`config.mk`:
```
export PLATFORM = sky130hd
export DESIGN_NAME = dsi_lane_distributor_flat
export DESIGN_NICKNAME = d
export VERILOG_FILES = /design/src/rtl/dsi_lane_distributor_if.sv /design/src/rtl/dsi_lane_distributor.sv /design/src/flat_wrapper.sv
export SDC_FILE = /design/constraint.sdc
export NUM_CORES = 1
export LEC_CHECK = 0
export BUFFER_PORTS_ARGS = -buffer_cell sky130_fd_sc_hd__buf_2
export CAP_MARGIN = 15
export CORE_MARGIN = 1.5
export CORE_UTILIZATION = 50
export CTS_CLUSTER_SIZE = 8
export DETAILED_ROUTE_END_ITERATION = 8
export HOLD_SLACK_MARGIN = 0.06
export MAX_ROUTING_LAYER = met4
export PLACE_DENSITY_LB_ADDON = 0.2
export SETUP_SLACK_MARGIN = 0.05
export SLEW_MARGIN = 20
export SYNTH_ARGS = -nofsm -noshare
export SYNTH_HDL_FRONTEND = slang
export SYNTH_SLANG_ARGS = --single-unit
```
`constraint.sdc`:
```
create_clock -name clk -period 6.9 [get_ports clk]
set_clock_uncertainty 0.15 [all_clocks]
set_input_delay 0.345 -clock clk [delete_from_list [all_inputs] [get_ports clk]]
set_output_delay 0.345 -clock clk [all_outputs]
set_load 0.01 [all_outputs]
```
`src/rtl/dsi_lane_distributor_if.sv`:
```
// Bus bundle of the DSI lane distributor: packet-assembler word input,
// per-lane FIFO heads toward the lanes controller, and status.
interface dsi_lane_distributor_if #(
  parameter int LANES_MAX  = 4,
  parameter int DATA_BYTES = 4
);
  logic [$clog2(LANES_MAX)-1:0] lanes_number;
  logic [8*DATA_BYTES-1:0]      in_data;
  logic [DATA_BYTES-1:0]        in_bytes_valid;
  logic                         in_last;
  logic                         in_lpm;
  logic                         in_valid;
  logic                         in_ready;
  logic [8*LANES_MAX-1:0]       lane_data;
  logic [LANES_MAX-1:0]         lane_last;
  logic [LANES_MAX-1:0]         lane_lpm;
  logic [LANES_MAX-1:0]         lane_empty;
  logic [LANES_MAX-1:0]         lane_read;
  logic                         busy;

  modport master (
    output lanes_number, in_data, in_bytes_valid, in_last, in_lpm, in_valid, lane_read,
    input  in_ready, lane_data, lane_last, lane_lpm, lane_empty, busy
  );

  modport slave (
    input  lanes_number, in_data, in_bytes_valid, in_last, in_lpm, in_valid, lane_read,
    output in_ready, lane_data, lane_last, lane_lpm, lane_empty, busy
  );
endinterface

```
`src/rtl/dsi_lane_distributor.sv`:
```
// DSI lane distributor: deals packet bytes round-robin over a runtime lane count,
// holds back one byte per lane to tag the packet's last byte, and buffers each lane.

module dsi_lane_fifo #(
  parameter int DEPTH = 16,
  parameter int W     = 10
) (
  input  logic                     clk,
  input  logic                     rst_n,
  input  logic                     i_wr,
  input  logic [W-1:0]             i_wdata,
  input  logic                     i_rd,
  output logic [W-1:0]             o_rdata,
  output logic                     o_empty,
  output logic                     o_full,
  output logic [$clog2(DEPTH):0]   o_cnt
);
  localparam int PW = $clog2(DEPTH);

  logic [W-1:0]  r_mem [DEPTH];
  logic [PW-1:0] r_wp, r_rp;
  logic [PW:0]   r_cnt;
  logic          w_wr, w_rd;

  assign o_empty = (r_cnt == '0);
  assign o_full  = (r_cnt == (PW+1)'(DEPTH));
  assign o_cnt   = r_cnt;
  assign w_wr    = i_wr && !o_full;
  assign w_rd    = i_rd && !o_empty;
  // Head is forced to zero when empty so stale memory never shows.
  assign o_rdata = o_empty ? '0 : r_mem[r_rp];

  always_ff @(posedge clk) begin
    if (!rst_n) begin
      r_wp  <= '0;
      r_rp  <= '0;
      r_cnt <= '0;
    end else begin
      if (w_wr) r_wp <= r_wp + PW'(1);
      if (w_rd) r_rp <= r_rp + PW'(1);
      r_cnt <= r_cnt + (PW+1)'(w_wr) - (PW+1)'(w_rd);
    end
  end

  always_ff @(posedge clk) begin
    if (w_wr) r_mem[r_wp] <= i_wdata;
  end
endmodule

module dsi_lane_distributor #(
  parameter int LANES_MAX  = 4,
  parameter int DATA_BYTES = 4,
  parameter int DEPTH      = 16
) (
  input  logic                   clk,
  input  logic                   rst_n,
  dsi_lane_distributor_if.slave  bus
);
  localparam int WW = $clog2(LANES_MAX + DATA_BYTES + 1) + 1;
  localparam int CW = $clog2(DEPTH) + 1;
  localparam logic [WW-1:0] LMAX = WW'(LANES_MAX);

  typedef enum logic [1:0] {S_IDLE, S_RUN, S_FLUSH} state_t;

  typedef struct packed {
    logic       lpm;
    logic       last;
    logic [7:0] data;
  } ent_t;

  state_t                          r_state;
  logic                            r_wvld, r_wlast, r_wlpm;
  logic [DATA_BYTES-1:0][7:0]      r_wbytes;
  logic [WW-1:0]                   r_n, r_ptr, r_act, r_rot;
  logic [LANES_MAX-1:0]            r_stg_vld;
  logic [LANES_MAX-1:0][7:0]       r_stg;

  logic [WW-1:0]                   w_in_n, w_lnp1, w_act_req, w_rem, w_k, w_rot_sum, w_rot_nx;
  logic                            w_gap, w_run, w_flush, w_stall, w_go, w_cons;
  logic                            w_flush_stall, w_flush_go, w_ready, w_acc, w_start;
  logic [LANES_MAX-1:0]            w_in_act, w_recv, w_blk, w_room, w_wr, w_full, w_empty;
  logic [LANES_MAX-1:0][7:0]       w_nbyte, w_ld;
  logic [LANES_MAX-1:0][CW-1:0]    w_cnt;
  ent_t [LANES_MAX-1:0]            w_wdata, w_rdata;

  // Byte count of the offered word: only the contiguous run of enables from bit 0.
  always_comb begin
    w_in_n = '0;
    w_gap  = 1'b0;
    for (int b = 0; b < DATA_BYTES; b++) begin
      if (!bus.in_bytes_valid[b]) w_gap = 1'b1;
      else if (!w_gap)            w_in_n = w_in_n + WW'(1);
    end
  end

  assign w_lnp1    = WW'(bus.lanes_number) + WW'(1);
  assign w_act_req = (w_lnp1 > LMAX) ? LMAX : w_lnp1;

  assign w_run     = (r_state == S_RUN);
  assign w_flush   = (r_state == S_FLUSH);
  assign w_rem     = r_n - r_ptr;
  assign w_k       = !r_wvld ? '0 : ((w_rem < r_act) ? w_rem : r_act);
  assign w_rot_sum = r_rot + w_k;
  assign w_rot_nx  = (w_rot_sum >= r_act) ? w_rot_sum - r_act : w_rot_sum;

  assign w_stall       = |w_blk;
  assign w_go          = w_run && r_wvld && !w_stall;
  assign w_cons        = w_go && ((r_ptr + w_k) == r_n);
  assign w_flush_stall = |(r_stg_vld & w_full);
  assign w_flush_go    = w_flush && !w_flush_stall;
  assign w_ready       = w_run && (!r_wvld || (w_cons && !r_wlast)) && (&w_room);
  assign w_acc         = bus.in_valid && w_ready;
  assign w_start       = w_run && !r_wvld && !(|r_stg_vld) && (r_rot == '0);

  for (genvar l = 0; l < LANES_MAX; l++) begin : g_lane
    localparam logic [WW-1:0] LI = WW'(l);
    logic [WW-1:0] w_j, w_bi;
    logic [7:0]    w_byte;

    // Offset of this lane from the rotation origin, i.e. which byte of the chunk it takes.
    assign w_j       = (LI >= r_rot) ? LI - r_rot : LI + r_act - r_rot;
    assign w_in_act[l] = (LI < r_act);
    assign w_recv[l] = w_run && r_wvld && w_in_act[l] && (w_j < w_k);
    assign w_bi      = r_ptr + w_j;

    always_comb begin
      w_byte = '0;
      for (int b = 0; b < DATA_BYTES; b++)
        if (w_bi == WW'(b)) w_byte = r_wbytes[b];
    end

    assign w_nbyte[l] = w_byte;
    assign w_blk[l]   = w_recv[l] && r_stg_vld[l] && w_full[l];
    assign w_room[l]  = !w_in_act[l] || (w_cnt[l] < CW'(DEPTH-1));
    assign w_wr[l]    = r_stg_vld[l] && ((w_go && w_recv[l]) || w_flush_go);
    assign w_wdata[l] = w_flush ? ent_t'{lpm: r_wlpm, last: 1'b1, data: r_stg[l]}
                                : ent_t'{lpm: 1'b0,   last: 1'b0, data: r_stg[l]};

    dsi_lane_fifo #(.DEPTH(DEPTH), .W($bits(ent_t))) u_fifo (
      .clk     (clk),
      .rst_n   (rst_n),
      .i_wr    (w_wr[l]),
      .i_wdata (w_wdata[l]),
      .i_rd    (bus.lane_read[l]),
      .o_rdata (w_rdata[l]),
      .o_empty (w_empty[l]),
      .o_full  (w_full[l]),
      .o_cnt   (w_cnt[l])
    );

    assign w_ld[l]           = w_rdata[l].data;
    assign bus.lane_last[l]  = w_rdata[l].last;
    assign bus.lane_lpm[l]   = w_rdata[l].lpm;
    assign bus.lane_empty[l] = w_empty[l];
  end

  assign bus.lane_data = w_ld;
  assign bus.in_ready  = w_ready;
  assign bus.busy      = r_wvld || (|r_stg_vld) || w_flush;

  always_ff @(posedge clk) begin
    if (!rst_n) begin
      r_state   <= S_IDLE;
      r_wvld    <= 1'b0;
      r_wlast   <= 1'b0;
      r_wlpm    <= 1'b0;
      r_wbytes  <= '0;
      r_n       <= '0;
      r_ptr     <= '0;
      r_act     <= '0;
      r_rot     <= '0;
      r_stg_vld <= '0;
      r_stg     <= '0;
    end else begin
      case (r_state)
        S_IDLE:  r_state <= S_RUN;
        S_RUN:   if (w_cons && r_wlast) r_state <= S_FLUSH;
        S_FLUSH: if (!w_flush_stall)    r_state <= S_RUN;
        default: r_state <= S_IDLE;
      endcase

      // Lane count only changes between packets, never mid-packet.
      if (w_start) r_act <= w_act_req;

      if (w_go) begin
        r_ptr <= r_ptr + w_k;
        r_rot <= w_rot_nx;
      end
      if (w_cons) r_wvld <= 1'b0;
      if (w_acc) begin
        r_wvld   <= 1'b1;
        r_wbytes <= bus.in_data;
        r_n      <= w_in_n;
        r_ptr    <= '0;
        r_wlast  <= bus.in_last;
        r_wlpm   <= bus.in_lpm;
      end

      for (int l = 0; l < LANES_MAX; l++) begin
        if (w_go && w_recv[l]) begin
          r_stg_vld[l] <= 1'b1;
          r_stg[l]     <= w_nbyte[l];
        end
      end

      if (w_flush_go) begin
        r_stg_vld <= '0;
        r_rot     <= '0;
      end
    end
  end
endmodule

```
`src/flat_wrapper.sv`:
```
// flat-port wrapper written by rule: the top's interface ports become plain ports
module dsi_lane_distributor_flat 
#(
  parameter int LANES_MAX  = 4,
  parameter int DATA_BYTES = 4,
  parameter int DEPTH      = 16
)
  (clk, rst_n, bus_lanes_number, bus_in_data, bus_in_bytes_valid, bus_in_last, bus_in_lpm, bus_in_valid, bus_lane_read, bus_in_ready, bus_lane_data, bus_lane_last, bus_lane_lpm, bus_lane_empty, bus_busy);
  dsi_lane_distributor_if #(.LANES_MAX(LANES_MAX), .DATA_BYTES(DATA_BYTES)) bus_i ();
  input  logic clk;
  input  logic rst_n;
  input wire logic [$bits(bus_i.lanes_number)-1:0] bus_lanes_number;
  input wire logic [$bits(bus_i.in_data)-1:0] bus_in_data;
  input wire logic [$bits(bus_i.in_bytes_valid)-1:0] bus_in_bytes_valid;
  input wire logic [$bits(bus_i.in_last)-1:0] bus_in_last;
  input wire logic [$bits(bus_i.in_lpm)-1:0] bus_in_lpm;
  input wire logic [$bits(bus_i.in_valid)-1:0] bus_in_valid;
  input wire logic [$bits(bus_i.lane_read)-1:0] bus_lane_read;
  output wire logic [$bits(bus_i.in_ready)-1:0] bus_in_ready;
  output wire logic [$bits(bus_i.lane_data)-1:0] bus_lane_data;
  output wire logic [$bits(bus_i.lane_last)-1:0] bus_lane_last;
  output wire logic [$bits(bus_i.lane_lpm)-1:0] bus_lane_lpm;
  output wire logic [$bits(bus_i.lane_empty)-1:0] bus_lane_empty;
  output wire logic [$bits(bus_i.busy)-1:0] bus_busy;
  assign bus_i.lanes_number = bus_lanes_number;
  assign bus_i.in_data = bus_in_data;
  assign bus_i.in_bytes_valid = bus_in_bytes_valid;
  assign bus_i.in_last = bus_in_last;
  assign bus_i.in_lpm = bus_in_lpm;
  assign bus_i.in_valid = bus_in_valid;
  assign bus_i.lane_read = bus_lane_read;
  assign bus_in_ready = bus_i.in_ready;
  assign bus_lane_data = bus_i.lane_data;
  assign bus_lane_last = bus_i.lane_last;
  assign bus_lane_lpm = bus_i.lane_lpm;
  assign bus_lane_empty = bus_i.lane_empty;
  assign bus_busy = bus_i.busy;
  dsi_lane_distributor #(.LANES_MAX(LANES_MAX), .DATA_BYTES(DATA_BYTES), .DEPTH(DEPTH)) u_core (.clk(clk), .rst_n(rst_n), .bus(bus_i));
endmodule
```
==> impl_metrics.yaml, run 1 <==
run_status:
  status: "finished clean"
yosys:
  avgSynthCellArea_um2: 16.3
  synth_top_family_by_area: "multiplexers"
  synthAdderAreaFrac: 0.0512
  ys_ff_latch: 798
  synth-xor-area-share: 0.0166
  yosysMostFrequentCell: "edfxtp_1"
  synth_compound_area_frac: 0.0363
  synth-edff-count: 640
  synth.area.top_cells: "edfxtp_1 55%, mux4_2 15%, dfxtp_1 9.0%"
  synthTopCellsByCount: "640 x edfxtp_1, 232 x mux4_2, 158 x dfxtp_1"
  synth_cell_types: 72
  muxShareOfSynthArea: 0.165
  async_reset_ff_frac: 0
  netlist.area_leader.share: 0.545
  yosysWarnings: 0
  syn_area_mm2: 0.0353
  synthCells: 2167
  synth_top_cell_by_area: "edfxtp_1"
  dominantRegCellSynth: "edfxtp_1"
  synth_simple_gate_area_frac: 0.0727
  yosysSeqAreaShare: 0.635
global_routing:
  grt_pass1_wl_mm: 121
  antenna_found_initial: 0
  overflow: 0
  grt_pass1_vias: 20200
  grt_util_all_layers: 0.235
  grt_max_degree: 67
critical_path:
  worstPathBufferInverterCount: 5
  cp_top_family: "compound AO/OA/AOI/OAI gates"
  worstPathRequired_ps: 6400
  cp_max_fo: 10
  slowest_delay_ps: 460
  worstSetupEndpointType: "primary output"
  start_kind: "flip-flop"
  worstSetupPathType: "reg2out"
  critPathSlowestCell: "fa_1"
  path_cells: "inv_1, ha_1, inv_1, fa_1, xor2_1, ha_1, a21o_1, a31oi_1, o21ai_0, nor2_1, mux2i_1, nor2b_1, inv_1, ha_1, nor2_1, nor4b_1, nor3_1, a211oi_2, o31ai_4, buf_4, nand3_2, o21ai_0, and3_1, buf_2"
  arrival_ps: 5970
clock_tree:
  cts_buffers: 110
  clock_latency_ps: 670
  clkSinkCount: 798
  clk_pin_slew_worst_paths_ps: 50
  cts_tree: "yes"
  htree_num_levels: 3
  cts_buffer_depth: 3
  clock_tree.root_cell: "clkbuf_16"
finish:
  nNetsFinal: 2516
  regArea_mm2: 0.0224
  fill_cells: 5352
  diodes: 0
  multi_input_area_mm2: 0.0121
  layout-drive-gt1-share: 0.216
  finalInstanceArea_mm2: 0.0402
  synthToLayoutAreaGrowth_pct: 14.1
sta:
  fmax_mhz: 155
  period_share: 0.937
  rsz0062_at_grt: "true"
  period_minus_slack_ps: 6470
  setup_violations: 0
  timing.slew.headroom: 0.251
  fin_setup_tns_ps: 0
  hold_viol_final: 0
  slew_violations: 0
  postLayoutSetupSlackWorst_ps: 435
  tightestPinTransition_ps: 1120
  worst_hold_slack_ps: 175
floorplanning:
  start_util: 0.504
  core.rowCount: 97
  io_pins: 93
  die_w_um: 269
  die-area_mm2: 0.0721
  dieHeight_um: 269
  coreArea_mm2: 0.0699
power:
  p_int_mw: 9.71
  peakVddDrop_mv: 0.216
  powerDensity_mw_per_mm2: 343
  clock_power_share: 0.359
  p_sw_frac: 0.297
  p_seq_frac: 0.397
  total_power_mw: 13.8
  power.switching_mw: 4.10
  pwr-share-comb: 0.244
  p_leak_nw: 12.8
placement:
  detailedPlace.worstSlack_ps: 416
  port_buffers: 92
  place_area_mm2: 0.0366
  dp_hpwl_mm: 52.1
  gp_congestion: 0.895
route:
  viasPerCell: 5.83
  remaining_drc_errors: 0
  ant_nets: 0
  wl_mm: 80.6
  avgRoutedWirePerCell_um: 24.1
  drt_iter0_drc: 1802
  route.vias.total: 19500
  drtPass1Iterations: 5
run:
  drv_cap: 0
min_path:
  hold_path_class: "in2reg"
-- power by group through the flow --
| stage | combinational (mW) | sequential [mW] | clock (mW) |
|---|---|---|---|
| 3_5_place_dp | 3.35 | 5.58 | 0 |
| 6_report | 3.37 | 5.49 | 4.96 |
| 4_1_cts | 3.39 | 5.49 | 5.04 |
| 5_1_grt | 3.70 | 5.51 | 5.24 |
| 2_1_floorplan | 2.52 | 5.45 | 0 |
| 3_3_place_gp | 3.32 | 5.57 | 0 |
-- worst reg2reg max path: cells and delay by family, from the launching register on --
| family | cells | cell delay [ps] |
|---|---|---|
| fa+ha+maj | 7 | 2090 |
| compound gates | 7 | 1420 |
| simple gates | 9 | 1220 |
| buf+inv | 5 | 490 |
| xor+xnor | 2 | 360 |
| flops | 1 | 330 |
| mux | 1 | 200 |
-- sequential cells by signal, indices dropped and copies added (netlist names), 2 cells and up, named ones only --
signal	count
u_core.g_lane.u_fifo.r_mem	640
u_core.r_stg	32
u_core.r_wbytes	32
u_core.g_lane.u_fifo.o_cnt	20
u_core.g_lane.u_fifo.r_rp	16
u_core.g_lane.u_fifo.r_wp	16
u_core.r_ptr	5
u_core.r_rot	5
u_core.r_n	4
u_core.r_stg_vld	4
u_core.r_act	3
u_core.r_state	2
-- cell families (layout without fill, tap and decap cells) --
| logic type | after synthesis | in the layout |
|---|---|---|
| adder cells (fa/ha/maj) | 134 | 134 |
| AND/OR/NAND/NOR | 478 | 478 |
| buffers and inverters | 204 | 437 |
| flip-flops | 798 | 798 |
| AO/OA/AOI/OAI | 195 | 195 |
| XOR/XNOR | 67 | 67 |
| other | 2 | 6 |
| multiplexers | 289 | 289 |
-- layer usage --
metal  global-route usage  vias up  wire length [um]
met5                    -        -                 0
met4               0.0793        0              2070
met3               0.0349      133              4620
met2                0.369      594             39400
met1                0.317    10000             34500
li1                     -     8739                 -
-- timing repair --
action                     in CTS  in global routing
hold endpoints to repair       42                  0
resized for setup               0                  1
setup endpoints to repair       0                  3
hold buffers                   42                  0
setup buffers                   0                  1
-- metrics by stage --
step	util	instances
after floorplan	-	2171
after global placement	0.524	3120
after detailed placement	0.524	3120
after CTS	0.575	3343
after global routing	0.576	3344
final	0.576	3344
-- placed cells by master (no fill, tap or decap), drive strengths merged, types with 10 or more instances in the layout --
master and count:
o21ai 34, mux2i 53, mux4 232, and2 20, dlygate4sd3 42, xor2 30, nand3 33, a21oi 87
clkbuf 173, ha 117, nand4 15, nor2 117, fa 17, a21o 26, dfxtp 158, nor2b 57
xnor2 37, or3 10, buf 117, and3 70, inv 101, edfxtp 640, or3b 11, nand2 84
-- area by class of cell --
| class | count | area share |
|---|---|---|
| Clock inverter | 8 | 0.00323 |
| Timing Repair Buffer | 159 | 0.0266 |
| Inverter | 97 | 0.00911 |
| Sequential cell | 798 | 0.556 |
| Tap cell | 940 | 0.0292 |
| Multi-Input combinational cell | 1169 | 0.300 |
| Clock buffer | 173 | 0.0753 |
-- path summary, 6_finish.rpt --
path	from	cells after the start	slack, ps	to
min	bus_lane_read[3]	4	180	flip-flop
max	u_core.r_n[0]	24	430	bus_in_ready
max reg2reg	u_core.r_n[0]	31	530	u_core.g_lane[0].u_fifo.o_cnt[4]
min reg2reg	u_core.r_n[2]	2	330	u_core.r_n[2]
Power figures use the tool's default switching activity.
==> run 2: changes to the inputs <==
--- a/config.mk
+++ b/config.mk
@@ -7,6 +7,7 @@
 export LEC_CHECK = 0
 export BUFFER_PORTS_ARGS = -buffer_cell sky130_fd_sc_hd__buf_2
 export CAP_MARGIN = 15
+export CORE_ASPECT_RATIO = 0.75
 export CORE_MARGIN = 1.5
 export CORE_UTILIZATION = 50
 export CTS_CLUSTER_SIZE = 8
@@ -14,7 +15,7 @@
 export HOLD_SLACK_MARGIN = 0.06
 export MAX_ROUTING_LAYER = met4
 export PLACE_DENSITY_LB_ADDON = 0.2
-export SETUP_SLACK_MARGIN = 0.05
+export RECOVER_POWER = 25
 export SLEW_MARGIN = 20
 export SYNTH_ARGS = -nofsm -noshare
 export SYNTH_HDL_FRONTEND = slang
==> impl_metrics.yaml, run 2 (synthesis results as in run 1) <==
run_status:
  status: "finished clean"
finish:
  finalInstanceArea_mm2: 0.0403
  multi_input_area_mm2: 0.0121
  synthToLayoutAreaGrowth_pct: 14.2
  final_cells: 3351
  reg_top3: "u_core.g_lane.u_fifo.r_mem: 640 flops, u_core.r_stg: 32 flops, u_core.r_wbytes: 32 flops"
  layout-drive-gt1-share: 0.218
  fill_cells: 5243
  mostFrequentLayoutCell: "edfxtp_1"
  regMostFlops: "u_core.g_lane.u_fifo.r_mem"
  largest_reg_flops: 640
  regArea_mm2: 0.0224
  most-common-layout-cells: "640 x edfxtp_1, 232 x mux4_2, 152 x dfxtp_1"
  nNetsFinal: 2519
run:
  drv_cap: 0
route:
  remaining_drc_errors: 0
  wl_mm: 80.2
  viasPerCell: 5.86
  drt_iter0_drc: 1739
  avgRoutedWirePerCell_um: 23.9
  ant_nets: 0
  route.vias.total: 19600
  drtPass1Iterations: 5
global_routing:
  grt_max_degree: 77
  overflow: 0
  antenna_found_initial: 4
  grt_util_all_layers: 0.235
  grt_pass1_vias: 19800
  grt_pass1_wl_mm: 122
critical_path:
  r2r_start: "u_core.r_ptr[1]"
  cp_max_fo: 7
  worstSetupPathType: "reg2reg"
  startpoint: "u_core.r_ptr[1]"
  critPathSlowestCell: "fa_1"
  crit_top_cell: "nor2_1"
  worstPathRequired_ps: 7270
  arrival_ps: 6750
  worstSetupEndpointType: "flip-flop"
  slowest_delay_ps: 500
  start_kind: "flip-flop"
min_path:
  hp-start: "bus_lane_read[0]"
  hold_path_class: "in2reg"
placement:
  gp_congestion: 0.886
  dp.cells: 3129
  port_buffers: 92
  dp_hpwl_mm: 51.5
  place_area_mm2: 0.0367
sta:
  rsz0062_at_grt: "false"
  tightestPinTransition_ps: 1070
  slew_violations: 0
  setup_violations: 0
  fin_setup_tns_ps: 0
  worst_hold_slack_ps: 132
  period_share: 0.925
  fmax_mhz: 157
  hold_viol_final: 0
  period_minus_slack_ps: 6380
  timing.slew.headroom: 0.287
power:
  peakVddDrop_mv: 0.239
  p_sw_frac: 0.293
  p_seq_frac: 0.396
  power.switching_mw: 4.03
  total_power_mw: 13.7
  p_int_mw: 9.71
  clock_power_share: 0.356
  powerDensity_mw_per_mm2: 341
  pwr-share-comb: 0.248
  p_leak_nw: 12.8
floorplanning:
  die_w_um: 310
  coreArea_mm2: 0.0699
  dieHeight_um: 233
  start_util: 0.504
  io_pins: 93
  core.rowCount: 84
  die-area_mm2: 0.0721
clock_tree:
  cts_tree: "yes"
  cts_buffer_depth: 3
  cts_buffers: 109
  clkSinkCount: 798
  clk_pin_slew_worst_paths_ps: 50
  htree_num_levels: 3
  clock_latency_ps: 660
  clock_tree.root_cell: "clkbuf_16"
run 2: per-stage QoR:
stage | setup WS (ps) | util
floorplan | 757 | -
global placement | 524 | 0.525
detailed placement | 340 | 0.525
CTS | 295 | 0.575
global route | 2.40 | 0.576
finish | 516 | 0.576
run 2: power by group through the flow:
stage               combinational (mW)  sequential, mW  clock [mW]
detailed placement                3.37            5.56           0
global route                      3.76            5.46        5.17
global placement                  3.31            5.55           0
finish                            3.41            5.45        4.89
floorplan                         2.52            5.45           0
CTS                               3.40            5.46        4.97
run 2: layer usage:
layer,global-route usage,routed length [um],up-vias
met3,0.0485,5750,131
met4,0.0642,1700,0
met5,-,0,-
li1,-,-,8753
met2,0.337,35900,691
met1,0.342,36900,10000
run 2: layout make-up:
class / count / share of cell area
antenna: 4 / 0.000249
clock buffer: 170 / 0.0753
clock inverter: 4 / 0.00205
inverter: 97 / 0.00911
multi-input combinational: 1169 / 0.300
sequential: 798 / 0.556
tap: 946 / 0.0294
timing repair buffer: 163 / 0.0276
run 2: worst paths after layout:
kind | endpoint | slack (ps) | depth (start not counted)
worst max-delay path | u_core.g_lane[2].u_fifo.o_cnt[4] | 520 | 29
worst min-delay path | flip-flop | 130 | 4
worst max register to register | u_core.g_lane[2].u_fifo.o_cnt[4] | 520 | 29
worst min register to register | u_core.r_n[0] | 330 | 2
run 2: timing repair:
item	CTS	global route
endpoints found under the setup margin	0	5
setup buffers	0	1
resized for setup	0	3
endpoints found under the hold margin	42	0
hold buffers	42	0
run 2: critical path, delay by kind of cell (launching register included):
| kind | cells | cell delay (ps) |
|---|---|---|
| fa+ha+maj | 6 | 1940 |
| simple gates | 10 | 1550 |
| compound gates | 6 | 1290 |
| buf+inv | 4 | 490 |
| xor+xnor | 2 | 390 |
| flops | 1 | 320 |
| mux | 1 | 110 |
